**config.mk**
```make
export PLATFORM = sky130hd
export DESIGN_NAME = i2c_reg_ctrl
export DESIGN_NICKNAME = d
export VERILOG_FILES = /design/src/rtl/i2c_cmd_pkg.sv /design/src/rtl/i2c_reg_ctrl.sv
export SDC_FILE = /design/constraint.sdc
export NUM_CORES = 1
export LEC_CHECK = 0
export CORE_MARGIN = 2
export CORE_UTILIZATION = 50
export DETAILED_ROUTE_END_ITERATION = 8
export HOLD_SLACK_MARGIN = 0.08
export MAX_ROUTING_LAYER = met4
export PLACE_DENSITY = 0.85
export SYNTH_ARGS = -nofsm -noshare
export SYNTH_HDL_FRONTEND = slang
export SYNTH_SLANG_ARGS = --single-unit
export TNS_END_PERCENT = 20
```
**constraint.sdc**
```tcl
create_clock -name Clk -period 4.15 [get_ports Clk]
set_input_delay 0.83 -clock Clk [delete_from_list [all_inputs] [get_ports Clk]]
set_output_delay 0.83 -clock Clk [all_outputs]
set_load 0.02 [all_outputs]
```
**src/rtl/i2c_cmd_pkg.sv**
```systemverilog
// Shared command encodings, FSM states and step indices for the SCCB/I2C
// register sequencer and the bit-shift engine.
package i2c_cmd_pkg;

  localparam int CMD_W = 6;

  // Cmd is a one-hot OR of these; the engine decodes each bit independently
  localparam logic [CMD_W-1:0] CMD_WR   = 6'h01;
  localparam logic [CMD_W-1:0] CMD_STA  = 6'h02;
  localparam logic [CMD_W-1:0] CMD_RD   = 6'h04;
  localparam logic [CMD_W-1:0] CMD_STO  = 6'h08;
  localparam logic [CMD_W-1:0] CMD_ACK  = 6'h10;
  localparam logic [CMD_W-1:0] CMD_NACK = 6'h20;

  typedef enum logic [1:0] {
    ST_IDLE  = 2'd0,
    ST_ISSUE = 2'd1,
    ST_WAIT  = 2'd2,
    ST_DONE  = 2'd3
  } ctrl_state_t;

  typedef enum logic {
    OP_WR = 1'b0,
    OP_RD = 1'b1
  } op_t;

  localparam int STEP_W = 3;

  localparam logic [STEP_W-1:0] STEP_DEV     = 3'd0;
  localparam logic [STEP_W-1:0] STEP_ADDR_HI = 3'd1;
  localparam logic [STEP_W-1:0] STEP_ADDR_LO = 3'd2;
  localparam logic [STEP_W-1:0] STEP_WR_DATA = 3'd3;
  localparam logic [STEP_W-1:0] STEP_RD_DEV  = 3'd3;
  localparam logic [STEP_W-1:0] STEP_RD_BYTE = 3'd4;

  function automatic logic [STEP_W-1:0] last_step(input op_t op);
    return (op == OP_WR) ? STEP_WR_DATA : STEP_RD_BYTE;
  endfunction

endpackage

```
**src/rtl/i2c_reg_ctrl.sv**
```systemverilog
// Register-transaction sequencer: expands one register write/read request into
// the ordered byte operations driven into the I2C/SCCB bit-shift engine.
module i2c_reg_ctrl
  import i2c_cmd_pkg::*;
#(
  parameter int ADDR_BYTES = 2
) (
  input  logic        Clk,
  input  logic        Rst_p,
  input  logic        wr_req,
  input  logic        rd_req,
  input  logic [6:0]  dev_addr,
  input  logic [15:0] reg_addr,
  input  logic [7:0]  wr_data,
  output logic [7:0]  rd_data,
  output logic        rw_done,
  output logic        busy,
  output logic        ack_err,
  output logic [5:0]  Cmd,
  output logic        Go,
  output logic [7:0]  Tx_DATA,
  input  logic        Trans_Done,
  input  logic        ack_o,
  input  logic [7:0]  Rx_DATA
);

  ctrl_state_t       state_reg, state_next;
  op_t               op_reg;
  logic [STEP_W-1:0] step_reg;
  logic [STEP_W-1:0] step_next;
  logic [6:0]        dev_addr_reg;
  logic [15:0]       reg_addr_reg;
  logic [7:0]        wr_data_reg;
  logic [7:0]        rd_data_reg;
  logic              ack_err_reg;
  logic              rw_done_reg;
  logic              at_last_step;
  logic              req_accept;
  logic [CMD_W-1:0]  tbl_cmd;
  logic [7:0]        tbl_tx;

  assign req_accept   = (state_reg == ST_IDLE) && (wr_req || rd_req);
  assign at_last_step = (step_reg == last_step(op_reg));

  // With a single-byte register address the high-address step is skipped
  always_comb begin
    step_next = step_reg + 3'd1;
    if ((ADDR_BYTES == 1) && (step_reg == STEP_DEV)) begin
      step_next = STEP_ADDR_LO;
    end
  end

  always_ff @(posedge Clk) begin
    if (Rst_p) begin
      state_reg <= ST_IDLE;
    end else begin
      state_reg <= state_next;
    end
  end

  always_comb begin
    state_next = state_reg;
    case (state_reg)
      ST_IDLE:  if (wr_req || rd_req) state_next = ST_ISSUE;
      ST_ISSUE: state_next = ST_WAIT;
      ST_WAIT:  if (Trans_Done) state_next = at_last_step ? ST_DONE : ST_ISSUE;
      ST_DONE:  state_next = ST_IDLE;
      default:  state_next = ST_IDLE;
    endcase
  end

  always_ff @(posedge Clk) begin
    if (Rst_p) begin
      op_reg       <= OP_WR;
      step_reg     <= STEP_DEV;
      dev_addr_reg <= '0;
      reg_addr_reg <= '0;
      wr_data_reg  <= '0;
      rd_data_reg  <= '0;
      ack_err_reg  <= 1'b0;
      rw_done_reg  <= 1'b0;
    end else begin
      // rw_done trails DONE by a cycle so it lands 2 cycles after the last Trans_Done
      rw_done_reg <= (state_reg == ST_DONE);
      if (req_accept) begin
        op_reg       <= wr_req ? OP_WR : OP_RD;
        step_reg     <= STEP_DEV;
        dev_addr_reg <= dev_addr;
        reg_addr_reg <= reg_addr;
        wr_data_reg  <= wr_data;
        ack_err_reg  <= 1'b0;
      end else if ((state_reg == ST_WAIT) && Trans_Done) begin
        if ((op_reg == OP_RD) && (step_reg == STEP_RD_BYTE)) begin
          rd_data_reg <= Rx_DATA;
        end else begin
          ack_err_reg <= ack_err_reg | ack_o;
        end
        if (!at_last_step) begin
          step_reg <= step_next;
        end
      end
    end
  end

  // Read is SCCB two-phase: address write closed by STO, then a fresh START for the data byte
  always_comb begin
    tbl_cmd = '0;
    tbl_tx  = '0;
    case ({op_reg, step_reg})
      {OP_WR, STEP_DEV}: begin
        tbl_cmd = CMD_STA | CMD_WR;
        tbl_tx  = {dev_addr_reg, 1'b0};
      end
      {OP_WR, STEP_ADDR_HI}: begin
        tbl_cmd = CMD_WR;
        tbl_tx  = reg_addr_reg[15:8];
      end
      {OP_WR, STEP_ADDR_LO}: begin
        tbl_cmd = CMD_WR;
        tbl_tx  = reg_addr_reg[7:0];
      end
      {OP_WR, STEP_WR_DATA}: begin
        tbl_cmd = CMD_WR | CMD_STO;
        tbl_tx  = wr_data_reg;
      end
      {OP_RD, STEP_DEV}: begin
        tbl_cmd = CMD_STA | CMD_WR;
        tbl_tx  = {dev_addr_reg, 1'b0};
      end
      {OP_RD, STEP_ADDR_HI}: begin
        tbl_cmd = CMD_WR;
        tbl_tx  = reg_addr_reg[15:8];
      end
      {OP_RD, STEP_ADDR_LO}: begin
        tbl_cmd = CMD_WR | CMD_STO;
        tbl_tx  = reg_addr_reg[7:0];
      end
      {OP_RD, STEP_RD_DEV}: begin
        tbl_cmd = CMD_STA | CMD_WR;
        tbl_tx  = {dev_addr_reg, 1'b1};
      end
      {OP_RD, STEP_RD_BYTE}: begin
        tbl_cmd = CMD_RD | CMD_NACK | CMD_STO;
        tbl_tx  = 8'h00;
      end
      default: begin
        tbl_cmd = '0;
        tbl_tx  = '0;
      end
    endcase
  end

  // Cmd/Tx_DATA stay stable through WAIT since the engine samples Cmd for the whole byte
  always_comb begin
    Go      = 1'b0;
    busy    = 1'b0;
    Cmd     = '0;
    Tx_DATA = '0;
    if ((state_reg == ST_ISSUE) || (state_reg == ST_WAIT)) begin
      busy    = 1'b1;
      Cmd     = tbl_cmd;
      Tx_DATA = tbl_tx;
      Go      = (state_reg == ST_ISSUE);
    end
  end

  assign rd_data = rd_data_reg;
  assign ack_err = ack_err_reg;
  assign rw_done = rw_done_reg;

endmodule
```
==> metrics.yaml <==
status: "complete, no violations"
io_pins: 71
final_cell_mix: "79 x nand2_1, 69 x clkdlybuf4s50_1, 47 x dfxtp_1, 39 x a21oi_1, 12 x o21ai_0"
postCtsSetupRepairBufs: 0
design_area_sq_um: 3067
place_area_sq_um: 2964
synthMuxAreaShare_pct: 3.526
ys_seq_area_share_pct: 41.43
syn-cell-area_sq_um: 2271
start_util_pct: 52.16
synthSimpleGateAreaFrac_pct: 21.27
synth_area_per_cell_sq_um: 7.940
port_buffers: 69
drt_iter0_drc: 185
cts_root_buf: "clkbuf_8"
async_flop_share_pct: 0
diodes: 0
layout_commonest_cell: "nand2_1"
worstPathArrival_ns: 2.67
firstDrtPassIters: 4
yosys.area_share.adder_pct: 6.061
synth_xor_area_share_pct: 0
cts.sinks: 47
p_seq_share_pct: 45.3
cp.required_ns: 3.32
cts_tree: "built"
gp_congestion: 0.8405
final_hold_viol_count: 0
grt_pass1_vias: 1917
drcViolationCount: 0
setup_viol: 0
cts_buffers: 5
grt_max_degree: 38
worst-path-max-fanout: 11
synth_edf_count: 0
syn_inst: 286
drive_above_1_share_pct: 3.468
hpwl_um: 4152
finalNetCount: 402
rsz0062_at_grt: "false"
die_w_um: 71.40
endpoint_kind: "output pin"
tns_ns: 0
clock_power_share_pct: 27.8
yosys_register_bits: 47
cts_max_path_buffers: 2
p_leak_nw: 1.116
powerDensity_nw_per_um2: 376.1
slew_viol_final: 0
synth_top_family_by_area: "compound AO/OA/AOI/OAI gates"
fp.dieH_um: 71.40
slew_headroom_pct: 45.96
worstMarginPinSlew_ns: 0.7993
area_growth_pct: 35.04
fmax_ghz: 0.2855
wire_per_inst_um: 14.39
start_kind: "flop"
vias: 2193
synth.distinct_cells: 41
swShare_pct: 30.40
cellInternalPower_w: 0.0008028
synth_compound_area_share_pct: 22.48
combPwrFrac_pct: 26.9
vias_per_cell: 5.510
hold_buffers: 0
antenna_left: 0
finalWirelength_um: 5726
crit_type: "reg -> out"
power_switching_w: 0.0003507
yosysWarnings: 0
clock_insertion_delay_worst_skew_ns: 0.30
peakVddDrop_v: 0.0002734
period_minus_slack_ns: 3.502
grt_usage_pct: 23.51
gr-total-overflow: 0
dieArea_sq_um: 5097
grt_pass1_wl_um: 9266
ys.flop_type: "dfxtp_1"
hp-class: "reg -> reg"
fin_crit_sh_pct: 84.39
rows: 24
cts-htree-levels: 2
cap_violations: 0
largest_reg_flops: 16
clk_pin_slew_ns: 0.08
fin_skew_ns: 0.005347
syn_nets: 342
antenna_found_initial: 0
post_cts_resized: 0
coreArea_sq_um: 4354
[per-stage QoR]
stage	util, %	setup WS (ns)	std cells	power (W)	hold slack [ns]
global route	70.43	0.4325	398	0.001210	0.4745
CTS	70.43	0.7264	398	0.001156	0.4572
finish	70.43	0.6477	398	0.001153	0.4556
floorplan	-	1.701	286	0.0007150	0.4329
detailed placement	68.07	1.071	391	0.0008400	0.4449
global placement	68.07	1.102	391	0.0008319	0.4410
[layer usage]
layer | routed length, um | GRT usage, % | up-vias
li1 | - | - | 1095
met1 | 2462 | 31.74 | 1020
met2 | 2844 | 35.91 | 67
met3 | 288 | 3.938 | 11
met4 | 131 | 7.966 | 0
met5 | 0 | - | -
[logic make-up (layout without fill, tap and decap cells)]
kind of cell,Yosys count,after routing
adder cells (fa/ha/maj),11,11
AND/OR/NAND/NOR,108,108
buffers and inverters,26,86
other,1,1
flip-flops,47,47
multiplexers,8,8
AO/OA/AOI/OAI,85,85
[critical path: stages, from the launching register on]
cell and delay [ns]:
dfxtp_1 0.46, inv_1 0.11, ha_1 0.35, o22a_1 0.24, o21ai_1 0.50, a21oi_1 0.13
clkdlybuf4s50_1 0.58
[worst paths after layout]
kind                                      from                           end  slack, ns  cells past startpoint
setup / recovery      step_reg[0]$_SDFFE_PP0P_                    Tx_DATA[7]       0.65                      6
hold / removal    dev_addr_reg[3]$_SDFFE_PP0P_  dev_addr_reg[3]$_SDFFE_PP0P_       0.46                      2
hold reg to reg   dev_addr_reg[3]$_SDFFE_PP0P_  dev_addr_reg[3]$_SDFFE_PP0P_       0.46                      2
setup reg to reg     state_reg[1]$_SDFFE_PP0P_       rd_data[4]$_SDFFE_PP0P_       1.90                      6
[power groups by stage]
stage                     sequential, W  clock [W]  combinational, W
after floorplan                0.000524          0          0.000191
after global placement         0.000531          0          0.000301
after detailed placement       0.000532          0          0.000308
after CTS                      0.000522   0.000325          0.000310
after global routing           0.000528   0.000342          0.000340
final                          0.000522   0.000321          0.000310
[layout make-up]
cell class	instances	area [sq um]
Fill cell	352	1287
Multi-Input combinational cell	213	1219
Sequential cell	47	940.9
Timing Repair Buffer	72	713.2
Clock buffer	6	72.57
Tap cell	52	65.06
Clock inverter	1	30.03
Inverter	7	26.28
[cell usage after synthesis, types with 2 or more instances]
| master | count | share of area, % |
|---|---|---|
| nand2_1 | 79 | 13 |
| dfxtp_1 | 47 | 41 |
| a21oi_1 | 39 | 8.6 |
| clkbuf_1 | 13 | 2.1 |
| o21ai_0 | 13 | 2.9 |
| ha_1 | 11 | 6.1 |
| nand3_1 | 9 | 2.0 |
| a21o_1 | 8 | 2.6 |
| a22oi_1 | 8 | 2.6 |
| mux2i_1 | 8 | 3.5 |
| inv_1 | 6 | 0.99 |
| nor2_1 | 5 | 0.83 |
| o21a_1 | 5 | 1.7 |
| a211oi_1 | 2 | 0.66 |
| buf_2 | 2 | 0.44 |
| buf_4 | 2 | 0.66 |
| nor2b_1 | 2 | 0.55 |
| nor3b_1 | 2 | 0.66 |
| nor4b_1 | 2 | 0.77 |
| or4_1 | 2 | 0.66 |
Power figures use the tool's default switching activity.
